===== config.mk =====
export PLATFORM = sky130hd
export DESIGN_NAME = seq_ctrl
export DESIGN_NICKNAME = d
export VERILOG_FILES = /design/src/rtl/seq_ctrl.sv
export SDC_FILE = /design/constraint.sdc
export NUM_CORES = 1
export LEC_CHECK = 0
export BUFFER_PORTS_ARGS = -buffer_cell sky130_fd_sc_hd__buf_2
export CAP_MARGIN = 20
export CORE_AREA = 2 2 66 80
export DETAILED_ROUTE_END_ITERATION = 12
export DIE_AREA = 0 0 68 82
export GPL_ROUTABILITY_DRIVEN = 0
export HOLD_SLACK_MARGIN = 0.15
export PLACE_DENSITY = 0.77
export SETUP_SLACK_MARGIN = 0.05
export SLEW_MARGIN = 20
export SYNTH_ARGS = -nofsm -noshare
export SYNTH_HDL_FRONTEND = slang
export SYNTH_SLANG_ARGS = --single-unit

===== constraint.sdc =====
create_clock -name clk -period 1.7 [get_ports clk]
set_clock_uncertainty 0.05 [all_clocks]
set_input_delay 0.34 -clock clk [delete_from_list [all_inputs] [get_ports clk]]
set_output_delay 0.34 -clock clk [all_outputs]
set_load 0.01 [all_outputs]

===== src/rtl/seq_ctrl.sv =====
// Multi-cycle instruction sequencer: walks each instruction through
// fetch/decode/execute/memory/writeback/PC-update and stops on halt or fault.
module seq_ctrl (
  input  logic        clk,
  input  logic        rst_n,
  input  logic        start,
  input  logic        imem_ready,
  input  logic        imem_error,
  input  logic [3:0]  icode,
  input  logic        dmem_ready,
  input  logic        dmem_error,
  output logic        imem_req,
  output logic        dec_en,
  output logic        exe_en,
  output logic        wb_en,
  output logic        dmem_req,
  output logic        pc_we,
  output logic [2:0]  stat,
  output logic [3:0]  icode_q,
  output logic [31:0] instr_cnt
);

  typedef enum logic [3:0] {
    S_IDLE,
    S_FETCH,
    S_DECODE,
    S_EXECUTE,
    S_MEMORY,
    S_WRITEBACK,
    S_PCUPD,
    S_HALT,
    S_FAULT
  } state_t;

  localparam logic [2:0] STAT_AOK = 3'd1;
  localparam logic [2:0] STAT_HLT = 3'd2;
  localparam logic [2:0] STAT_ADR = 3'd3;
  localparam logic [2:0] STAT_INS = 3'd4;

  // Bit n set means icode n is in the class: memory = {4,5,8,9,A,B},
  // register writer = {2,3,5,6,8,9,A,B}.
  localparam logic [15:0] MEM_MASK = 16'h0F30;
  localparam logic [15:0] WR_MASK  = 16'h0F6C;

  state_t      state_reg, state_next;
  logic [2:0]  stat_next;
  logic [3:0]  icode_next;
  logic        is_mem, is_wr;

  assign is_mem = MEM_MASK[icode_q];
  assign is_wr  = WR_MASK[icode_q];

  always_ff @(posedge clk or negedge rst_n) begin
    if (!rst_n) begin
      state_reg <= S_IDLE;
      stat      <= STAT_AOK;
      icode_q   <= 4'd0;
      instr_cnt <= 32'd0;
    end else begin
      state_reg <= state_next;
      stat      <= stat_next;
      icode_q   <= icode_next;
      // Retirement is counted on the PC update; the adder wraps naturally.
      if (state_reg == S_PCUPD)
        instr_cnt <= instr_cnt + 32'd1;
    end
  end

  always_comb begin
    state_next = state_reg;
    stat_next  = stat;
    icode_next = icode_q;
    imem_req   = 1'b0;
    dec_en     = 1'b0;
    exe_en     = 1'b0;
    dmem_req   = 1'b0;
    wb_en      = 1'b0;
    pc_we      = 1'b0;

    case (state_reg)
      S_IDLE: begin
        if (start)
          state_next = S_FETCH;
      end
      S_FETCH: begin
        imem_req = 1'b1;
        if (imem_ready) begin
          icode_next = icode;
          if (imem_error) begin
            stat_next  = STAT_ADR;
            state_next = S_FAULT;
          end else if (icode > 4'hB) begin
            stat_next  = STAT_INS;
            state_next = S_FAULT;
          end else if (icode == 4'h0) begin
            stat_next  = STAT_HLT;
            state_next = S_HALT;
          end else begin
            state_next = S_DECODE;
          end
        end
      end
      S_DECODE: begin
        dec_en     = 1'b1;
        state_next = S_EXECUTE;
      end
      S_EXECUTE: begin
        exe_en = 1'b1;
        if (is_mem)
          state_next = S_MEMORY;
        else if (is_wr)
          state_next = S_WRITEBACK;
        else
          state_next = S_PCUPD;
      end
      S_MEMORY: begin
        dmem_req = 1'b1;
        if (dmem_ready) begin
          if (dmem_error) begin
            stat_next  = STAT_ADR;
            state_next = S_FAULT;
          end else if (is_wr) begin
            state_next = S_WRITEBACK;
          end else begin
            state_next = S_PCUPD;
          end
        end
      end
      S_WRITEBACK: begin
        wb_en      = 1'b1;
        state_next = S_PCUPD;
      end
      S_PCUPD: begin
        pc_we      = 1'b1;
        state_next = S_FETCH;
      end
      // Terminal: nothing but rst_n leaves these states.
      S_HALT:  state_next = S_HALT;
      S_FAULT: state_next = S_FAULT;
      default: state_next = S_IDLE;
    endcase
  end

endmodule


# After elaboration in Yosys (flattened, before gate mapping)
# Memory sizes are Yosys's and may differ from the RTL's.
# Index checks and enable logic that the tools add are counted.
# word_totals
reg_bits	43
latch_bits	0
mem_bits_rw	0
mem_bits_ro	32
memories	2
# op_classes
n_addsub	1
mul	0
div	0
n_lt_le_gt_ge	2
n_eq_ne	13
shifts	0
muxes	25
bitwise_logic	0
n_reduce_logical	6
# mem_list
memory	words	width	rd	rd_ports_with_merged_regs	wr	line_no	source
(no name shown)	16	1	1	0	0	51	assign is_wr = WR_MASK[icode_q];
(no name shown)	16	1	1	0	0	50	assign is_mem = MEM_MASK[icode_q];
# op_table
operator	n
case mux 4 bit (9 select lines)	1
adder 32 x 1 -> 32 bit (second input constant)	1
2-to-1 mux 4 bit	6
2-to-1 mux 3 bit	7
equality test 4 x 3 -> 1 bit (second input constant)	4
equality test 4 x 2 -> 1 bit (second input constant)	2
logical NOT 4 bit	2
2-to-1 mux 1 bit	8
inequality test 2 bit (second input constant)	4
case mux 3 bit (2 select lines)	1
less-than comparator 4 x 5 -> 1 bit (second input constant)	1
AND reduction 5 bit	1
equality test 4 x 1 -> 1 bit (second input constant)	1
equality test 4 bit (second input constant)	1
greater-than comparator 4 bit (second input constant)	1
2-to-1 mux 2 bit	2
inequality test 4 bit (second input constant)	1
AND reduction 3 bit	1
AND reduction 2 bit	1
nonzero test 2 bit	1

# Depth between registers and ports, before layout
# Gate-level depths: netlist (run 1).
# depth
ltp_word	6
ltp_mapped	6
depth_no_buf	5

# Worst setup path after synthesis (run 1)
# No wires, ideal clock.
# synth_path
kind	reg-to-reg
start	register state_reg[3]
end	register stat[2]
t_arrival_ns	1.700
t_required_ns	1.525
slack_ns	-0.175
stages_incl_launch_ff	7
n_path_buf	1
period_less_slack_ns	1.875
path_cell_list	dfrtp_1 buf_6 or4b_4 inv_1 nand2_1 a21oi_4 mux2_4
# synth_between
elab_chain_len	3
word_cells_on_any_way	9
# synth_lines
item	line_no	source
start, declared	45	state_t state_reg, state_next;
start signal, assigned	60	state_reg <= state_next;
equality test 4 x 1 -> 1 bit / equality test 4 x 3 -> 1 bit (equally long branches)	80	case (state_reg)
inequality test 4 bit (no line) (tied with other cells)	-	
AND reduction 5 bit (no line)	-	
end signal, assigned	61	stat <= stat_next;
end, declared	18	output logic [2:0] stat,
# Parallel ways exist; a longest one is shown, timed or not.
# A chain may end at the register's enable or synchronous reset.

# Worst setup path in the final report (run 1)
# layout_path
start	register state_reg[0]
end	output port dmem_req
# layout_between
elab_chain_len	2
# layout_lines
item	line_no	source
equality test 4 x 3 -> 1 bit	80	
2-to-1 mux 1 bit	80	
end, declared	16	output logic dmem_req,
# No other way between the ends.

==> flow_summary.yaml, run 1 <==
cells_and_area:
  fill_cells: 317
  antenna_cells: 0
  layout.nets: 323
  design_area_um2: 3530
  syn2layout_area_growth_pct: 57.2
  largest_reg_flops: 32
  multiInputGateArea_um2: 1430
  seq_area_um2: 1080
  drive_gt1_share_pct: 55.1
  post-route-util_pct: 72.9
sta:
  layout_setup_ws_ns: -0.219
  finalSetupViolCount: 28
  max_freq_mhz: 521
  min_period_over_period_pct: 113
  slew_headroom_pct: 72.8
  tightestPinTransition_ns: 0.408
  period_needed_ns: 1.92
  maxSlewViolCount: 0
  report.final.hold_viol_count: 0
  rsz0062_at_grt: "true"
worst_setup_path:
  cp_slowest_stage_delay_ns: 0.57
  cp_max_fo: 4
  path_class: "register to primary output"
  end_kind: "primary output"
  reg2reg_depth: 7
  cpMostUsedCell: "buf_6"
  rr_startpoint: "state_reg[0]"
  critPathArrivalTime_ns: 1.53
  crit_path_cell_trace: "or4b_4, inv_4, buf_6, buf_6"
  slowest_stage: "or4b_4"
  rrSetupSlack_ns: -0.17
  crit_buf_inv: 3
  critical_path_depth: 4
  cp.required_ns: 1.31
  path_delay_family: "simple AND/OR/NAND/NOR gates"
  crit_path_end: "dmem_req"
  startpoint: "state_reg[0]"
  reg2reg_to: "state_reg[1]"
  cp-start-kind: "register"
grt:
  overflow: 0
  grtUsageMet1_pct: 26.2
  grt.busiest_layer: "met2"
  grt_max_degree: 21
  grt_pass1_vias: 2033
  use_met2_pct: 42.6
  gr-usage-all-layers_pct: 23.5
  antenna_found_initial: 0
  use_met3_pct: 4.93
  grt_first_pass_wirelength_mm: 9.58
synth:
  yosysMostFrequentCell: "dfrtp_1"
  async_reset_ff_share_pct: 100
  seq_area_frac_synth_pct: 48.0
  syn-num-nets: 220
  synthFlopType: "dfrtp_1"
  synthCells: 208
  synth_warnings: 0
  synth_area_um2: 2240
  synth.largest_area_cell: "dfrtp_1"
  synth_edf_count: 0
  synth_cell_types: 51
  synth_top_area_share_pct: 46.8
  ys_ff_latch: 43
  yosys-top-cells-area: "dfrtp_1 47%, xor2_1 7.8%, xnor2_1 4.3%, nor3_1 3.6%, nand2_1 2.8%"
  syn_area_per_cell_um2: 10.8
  synthTopCellsByCount: "42 x dfrtp_1, 20 x xor2_1, 17 x nand2_1"
flow_run:
  cap_violations: 0
placement:
  io_buffer_count: 55
  dp_hpwl_mm: 3.88
  place_area_um2: 2810
detailed_routing:
  routed_wl_mm: 6.38
  vias_per_cell: 5.44
  postRouteAntennaNets: 0
  drc_errors: 0
  dr_total_vias: 2022
  wire_per_inst_um: 17.2
  drtIter0Drc: 79
  drtPass1Iterations: 4
floorplan:
  die_area_um2: 5580
  core_area_um2: 4830
  die-width_um: 68
  rows: 28
  ioPinCount: 56
  die_y_um: 82
  start_util_pct: 46.4
clocking:
  cts_root_buf: "clkbuf_8"
  cts_tree: "done"
  numClockSinks: 43
  clockBufferDepth: 2
  clk-insertion-delay-late_ns: 0.30
  h-tree-depth: 2
  cts_made_buffers: 5
  clkSlewWorstSetupHoldPaths_ns: 0.08
outcome:
  violations: "setup timing"
  status: "finished, violations left"
power_and_ir_drop:
  p_per_area_nw_per_um2: 1070
  cellLeakagePower_nw: 2.00
  vdd_ir_drop_max_mv: 0.635
hold_path:
  worstHoldPathType: "primary input to register"
## metrics by stage
| step | setup slack, ns | hold slack [ns] | power [mW] | cells | setup TNS [ns] |
|---|---|---|---|---|---|
| 4_1_cts | -0.237 | 0.246 | 3.71 | 366 | -1.28 |
| 2_1_floorplan | -0.147 | -0.00559 | 2.14 | 208 | -0.253 |
| 3_5_place_dp | -0.110 | 0.243 | 2.56 | 346 | -0.347 |
| 6_report | -0.219 | 0.255 | 3.78 | 372 | -2.41 |
| 3_3_place_gp | -0.0782 | 0.244 | 2.51 | 346 | -0.197 |
| 5_1_grt | -0.264 | 0.241 | 4.00 | 372 | -4.28 |
## layout make-up
| class | instances | area share, % |
|---|---|---|
| clock buffer | 5 | 1.95 |
| inverter | 10 | 1.28 |
| multi-input combinational | 146 | 40.5 |
| timing repair buffer | 105 | 22.3 |
| tap | 60 | 2.13 |
| clock inverter | 3 | 1.24 |
| sequential | 43 | 30.6 |
## where the power goes
| part | total [mW] | switching (mW) | internal [mW] |
|---|---|---|---|
| clock network | 0.780 | 0.342 | 0.437 |
| logic | 1.67 | 0.762 | 0.906 |
| registers | 1.33 | 0.158 | 1.18 |
## logic make-up (layout without fill, tap and decap cells)
kind of cell	after synthesis	in the layout	synth area share [%]
simple gates	87	87	23.9
flops	43	43	48.0
xor+xnor	31	31	12.1
buf+inv	19	123	4.52
compound gates	18	18	6.19
mux	9	9	4.74
fa+ha+maj	1	1	0.558
## per-layer routing
layer / vias to the layer above / routed length (µm)
met2: 65 / 3480
met1: 1002 / 2470
li1: 940 / -
met4: 0 / 140
met5: - / 0
met3: 15 / 290
## how the worst min path moves through the flow
stage                                to  cells past startpoint     start  slack (ns)
after floorplan              icode_q[0]                      0     rst_n      -0.006
after global placement    instr_cnt[20]                      1     rst_n        0.24
after detailed placement  instr_cnt[10]                      1     rst_n        0.24
after CTS                    icode_q[0]                      2  icode[0]        0.25
after global routing         icode_q[1]                      2  icode[1]        0.24
final                        icode_q[0]                      2  icode[0]        0.25
## repair_timing
| item | CTS | global route |
|---|---|---|
| buffers inserted | 11 | 8 |
| hold buffers | 1 | 0 |
| setup endpoints to repair | 28 | 42 |
| pin swaps | 20 | 18 |
| endpoints found under the hold margin | 16 | 0 |
| resized for setup | 57 | 33 |
| cloned | 1 | 0 |
## placed cells by master (no fill, tap or decap), types with 2 or more instances in the layout
cell	count
buf_2	51
dfrtp_1	41
buf_4	29
xor2_1	20
buf_6	19
nand2_1	14
nor3_4	12
xnor2_1	11
inv_1	7
nand4_1	7
nand3_1	5
mux2_2	5
clkbuf_8	5
nor3_2	4
and3_1	4
and2_1	3
nand2_4	3
nor2_1	3
nor2b_1	3
and4_1	3
nor4_4	3
buf_12	3
or4b_4	2
clkinv_4	2
or3b_1	2
nand2b_4	2
nor3b_4	2
o21ai_0	2
mux2_4	2
buf_8	2
Power figures use the tool's default switching activity.
==> run 2: changes to the inputs <==
--- a/config.mk
+++ b/config.mk
@@ -11,6 +11,7 @@
 export DETAILED_ROUTE_END_ITERATION = 12
 export DIE_AREA = 0 0 68 82
 export GPL_ROUTABILITY_DRIVEN = 0
+export GPL_TIMING_DRIVEN = 0
 export HOLD_SLACK_MARGIN = 0.15
 export PLACE_DENSITY = 0.77
 export SETUP_SLACK_MARGIN = 0.05
@@ -18,3 +19,4 @@
 export SYNTH_ARGS = -nofsm -noshare
 export SYNTH_HDL_FRONTEND = slang
 export SYNTH_SLANG_ARGS = --single-unit
+export TNS_END_PERCENT = 20
==> run 2 against run 1 <==
The run still ends with setup timing left. First-iteration DRC count decreased by 11%. Maximum frequency increased by 0.63%. Clock power fell by 16%. Cell area is 14% lower. Final cell count is 7.3% lower. Global-route usage shrank 5.1 points. Critical path type unchanged. Largest power group unchanged.
==> flow_summary.yaml, run 2 (synthesized netlist as in run 1, its figures left out) <==
sta:
  holdWs_ns: 0.152
  finalSetupViolCount: 28
  max_freq_mhz: 524
  period_needed_ns: 1.91
  layout_setup_ws_ns: -0.207
  rsz0062_at_grt: "true"
  tightestPinTransition_ns: 0.955
  maxSlewViolCount: 0
  min_period_over_period_pct: 112
  slew_headroom_pct: 36.3
  report.final.hold_viol_count: 0
worst_setup_path:
  path_class: "register to primary output"
  cpMostUsedCell: "buf_6"
  path_delay_family: "simple AND/OR/NAND/NOR gates"
  slowest_stage: "or4b_4"
  critPathArrivalTime_ns: 1.52
  rrSetupSlack_ns: -0.18
  cp_slowest_stage_delay_ns: 0.54
  cp_max_fo: 4
  crit_buf_inv: 3
  cp-start-kind: "register"
  end_kind: "primary output"
  cp.required_ns: 1.31
  crit_path_cell_trace: "buf_6, or4b_4, clkinv_4, buf_6"
  reg2reg_depth: 6
  reg2reg_to: "stat[2]"
  rr_startpoint: "state_reg[3]"
detailed_routing:
  wl_met3_um: 327
  drtPass1Iterations: 4
  drt-met1-wl_mm: 2.14
  postRouteAntennaNets: 0
  wire_per_inst_um: 14.9
  routed_wl_mm: 5.12
  dr_total_vias: 1843
  maxUsedRoutingLayer: "met4"
  vias_per_cell: 5.34
  drtIter0Drc: 70
  drc_errors: 0
  wl_met2_mm: 2.61
cells_and_area:
  drive_gt1_share_pct: 46.0
  syn2layout_area_growth_pct: 34.6
  fill_cells: 402
  multiInputGateArea_um2: 1250
  largest_reg_flops: 32
  seq_area_um2: 1080
  antenna_cells: 0
  mostFrequentLayoutCell: "buf_2"
  layout.nets: 296
  final_cell_mix: "55 x buf_2, 41 x dfrtp_1, 20 x xor2_1"
  final_cells: 345
grt:
  overflow: 0
  antenna_found_initial: 0
  grt_first_pass_wirelength_mm: 7.67
  gr-usage-all-layers_pct: 18.5
  grt_pass1_vias: 1675
  grt_max_degree: 44
placement:
  dp_hpwl_mm: 3.40
  dp.cells: 323
  dp_slack_ns: -0.246
  io_buffer_count: 55
power_and_ir_drop:
  vdd_ir_drop_max_mv: 0.559
  cellLeakagePower_nw: 1.60
  total_power_mw: 3.30
  p_per_area_nw_per_um2: 1090
clocking:
  clockBufferDepth: 2
  numClockSinks: 43
  h-tree-depth: 2
  clk-insertion-delay-late_ns: 0.29
  cts_made_buffers: 5
  cts_tree: "done"
  cts_root_buf: "clkbuf_8"
  clkSlewWorstSetupHoldPaths_ns: 0.08
  postCtsHoldBufs: 0
floorplan:
  die-width_um: 68
  die_area_um2: 5580
  start_util_pct: 46.4
  rows: 28
  core_area_um2: 4830
  die_y_um: 82
  ioPinCount: 56
outcome:
  status: "finished, violations left"
  violations: "setup timing"
hold_path:
  worstHoldPathType: "primary input to async pin"
flow_run:
  cap_violations: 0
run 2: cell types whose count changed in the layout (fill, tap and decap cells not counted), sizes merged:
cell,previous run,this run
clkbuf,5,11
buf,104,74
bufinv,1,0
clkinv,3,2
dlygate4sd3,1,0
run 2: final cells by class:
type | instances | share of cell area [%]
multi-input combinational | 146 | 41.3
sequential | 43 | 35.7
timing repair buffer | 69 | 13.0
buffer | 9 | 3.02
clock buffer | 7 | 2.86
tap | 60 | 2.49
inverter | 10 | 1.49
clock inverter | 1 | 0.166
run 2: repair_timing:
item                                    in CTS  in global routing
endpoints found under the setup margin      37                 41
gates resized for setup                     15                 34
cloned                                       0                  1
pin swaps                                    4                 13
setup buffers                                6                  7
run 2: worst max path at each step:
stage / endpoint / start / slack, ns / cells after the start
global placement: stat[2] / state_reg[3] / -0.22 / 6
floorplan: stat[2] / state_reg[3] / -0.15 / 6
finish: imem_req / state_reg[3] / -0.21 / 4
detailed placement: stat[2] / state_reg[3] / -0.25 / 6
global route: imem_req / state_reg[3] / -0.26 / 4
CTS: imem_req / state_reg[3] / -0.22 / 4
run 2: where the power goes:
part	internal [mW]	total, mW	switching, mW
clock network	0.328	0.653	0.325
registers	1.17	1.31	0.137
logic	0.699	1.34	0.640
run 2: layer usage:
metal | GRT usage [%] | vias up
li1 | - | 884
met1 | 22.2 | 903
met2 | 32.1 | 51
met3 | 5.62 | 5
met4 | 4.20 | 0
met5 | 0 | -
run 2: stage by stage:
step | util, % | TNS, ns | instance area, µm²
floorplan | - | -0.253 | 2250
global placement | 53.9 | -1.24 | 2600
detailed placement | 53.9 | -2.02 | 2600
CTS | 58.1 | -3.27 | 2810
global route | 62.5 | -4.29 | 3020
finish | 62.5 | -1.89 | 3020
==> run 3: changes to the inputs <==
--- a/config.mk
+++ b/config.mk
@@ -11,7 +11,7 @@
 export DETAILED_ROUTE_END_ITERATION = 12
 export DIE_AREA = 0 0 68 82
 export GPL_ROUTABILITY_DRIVEN = 0
-export GPL_TIMING_DRIVEN = 0
+export GPL_TIMING_DRIVEN = 1
 export HOLD_SLACK_MARGIN = 0.15
 export PLACE_DENSITY = 0.77
 export SETUP_SLACK_MARGIN = 0.05
==> run 3 against run 2 <==
The flow still finishes with violations (setup timing). Register-to-register slack better by 0.09 ns. Sequential share of layout area down 0.78 points. Cell area up 2.4%. Critical path depth unchanged. Core utilization up 1.5 points. Clock power up 2%. Global-route usage up 1.8 points. Hold slack better by 0.063 ns. Final cell count up 3.5%. Non-clock buffer count up 12.
==> flow_summary.yaml, run 3 (synthesized netlist as in run 1, its figures left out) <==
clocking:
  numClockSinks: 43
  cts_root_buf: "clkbuf_8"
  cts_made_buffers: 5
  h-tree-depth: 2
  clkSlewWorstSetupHoldPaths_ns: 0.08
  cts_tree: "done"
  clk-insertion-delay-late_ns: 0.30
  clockBufferDepth: 2
floorplan:
  start_util_pct: 46.4
  ioPinCount: 56
  die-width_um: 68
  die_y_um: 82
  die_area_um2: 5580
  core_area_um2: 4830
  rows: 28
hold_path:
  whs_endpoint: "state_reg[2]"
  worstHoldPathType: "primary input to register"
  whs_path_depth: 2
  min_from: "dmem_ready"
grt:
  grt_pass1_vias: 1800
  overflow: 0
  antenna_found_initial: 0
  gr-usage-all-layers_pct: 20.2
  grt_first_pass_wirelength_mm: 8.34
  grt_max_degree: 20
power_and_ir_drop:
  p_per_area_nw_per_um2: 1090
  vdd_ir_drop_max_mv: 0.524
  cellLeakagePower_nw: 1.65
cells_and_area:
  layout.nets: 308
  final_cell_mix: "54 x buf_2, 40 x dfrtp_1, 29 x buf_4"
  final_cells: 357
  design_area_um2: 3090
  drive_gt1_share_pct: 48.8
  largest_reg_flops: 32
  mostFrequentLayoutCell: "buf_2"
  syn2layout_area_growth_pct: 37.8
  antenna_cells: 0
worst_setup_path:
  critical_path_depth: 4
  rrSetupSlack_ns: -0.09
  cp-start-kind: "register"
  rr_startpoint: "state_reg[0]"
  crit_path_cell_trace: "or4b_4, inv_4, buf_6, buf_6"
  cpMostUsedCell: "buf_6"
  reg2reg_depth: 6
  path_delay_family: "simple AND/OR/NAND/NOR gates"
  cp_slowest_stage_delay_ns: 0.56
  path_class: "register to primary output"
  slowest_stage: "or4b_4"
  crit_buf_inv: 3
  end_kind: "primary output"
  cp_max_fo: 2
  cp.required_ns: 1.31
  reg2reg_to: "stat[2]"
  critPathArrivalTime_ns: 1.54
sta:
  maxSlewViolCount: 0
  layout_setup_ws_ns: -0.226
  report.final.hold_viol_count: 0
  slew_headroom_pct: 71.4
  min_period_over_period_pct: 113
  max_freq_mhz: 519
  rsz0062_at_grt: "true"
  tightestPinTransition_ns: 0.429
  finalSetupViolCount: 17
  period_needed_ns: 1.93
  holdWs_ns: 0.215
placement:
  io_buffer_count: 55
  dp.cells: 345
  dp_hpwl_mm: 3.89
  place_area_um2: 2770
detailed_routing:
  dr_total_vias: 1877
  routed_wl_mm: 5.39
  wire_per_inst_um: 15.1
  vias_per_cell: 5.26
  postRouteAntennaNets: 0
  drc_errors: 0
  drtPass1Iterations: 4
  drtIter0Drc: 82
outcome:
  violations: "setup timing"
  status: "finished, violations left"
flow_run:
  cap_violations: 0
## run 3: cell types whose count changed in the layout (fill, tap and decap cells not counted), sizes merged
cell / previous run / this run
buf: 74 / 88
clkbuf: 11 / 5
clkinvlp: 0 / 2
clkinv: 2 / 1
dlygate4sd3: 0 / 1
dlymetal6s2s: 0 / 1
inv: 9 / 10
## run 3: worst max path at each step
stage | from | endpoint | slack, ns
after floorplan | state_reg[3] | stat[2] | -0.15
after global routing | state_reg[0] | dmem_req | -0.27
after global placement | state_reg[0] | stat[2] | -0.07
after detailed placement | state_reg[0] | stat[2] | -0.12
final | state_reg[0] | dmem_req | -0.23
after CTS | state_reg[1] | dmem_req | -0.24
## run 3: worst register-to-register path, stage by stage, from the launching register on
cell and delay [ns]:
dfrtp_2 0.42, buf_6 0.13, or3b_1 0.36, a211oi_2 0.22
buf_4 0.16, a21oi_4 0.05, mux2_4 0.30
## run 3: routing by layer
metal	GRT usage [%]	routed length (µm)	share of wire, %
met1	23.5	2200	41
met2	35.4	2770	51
met3	5.34	323	6.0
met4	7.20	94	1.7
met5	0	0	0
## run 3: layout make-up
type / instances / area [µm²]
clock buffers: 5 / 68.8
clock inverters: 3 / 23.8
fillers: 399 / 1740
inverters: 10 / 41.3
multi-input cells: 146 / 1240
flip-flops and latches: 43 / 1080
well taps: 60 / 75.1
repair buffers: 90 / 567
## run 3: stage by stage
| step | total power [mW] | setup TNS (ns) | worst slack, ns | util [%] |
|---|---|---|---|---|
| floorplan | 2.10 | -0.253 | -0.147 | - |
| global placement | 2.47 | -0.143 | -0.0719 | 57.4 |
| detailed placement | 2.52 | -0.794 | -0.120 | 57.4 |
| CTS | 3.30 | -1.01 | -0.243 | 61.4 |
| global route | 3.59 | -2.74 | -0.268 | 63.9 |
| finish | 3.38 | -1.18 | -0.226 | 63.9 |
## run 3: what timing repair did
item,in CTS,in global routing
pin swaps,3,6
setup buffers,1,2
hold buffers,1,0
hold endpoints to repair,17,0
endpoints found under the setup margin,33,43
resized for setup,18,21
## run 3: power breakdown
group          internal (mW)  total (mW)  switching, mW
sequential              1.18        1.32          0.144
clock                  0.294       0.669          0.376
combinational          0.744        1.39          0.642
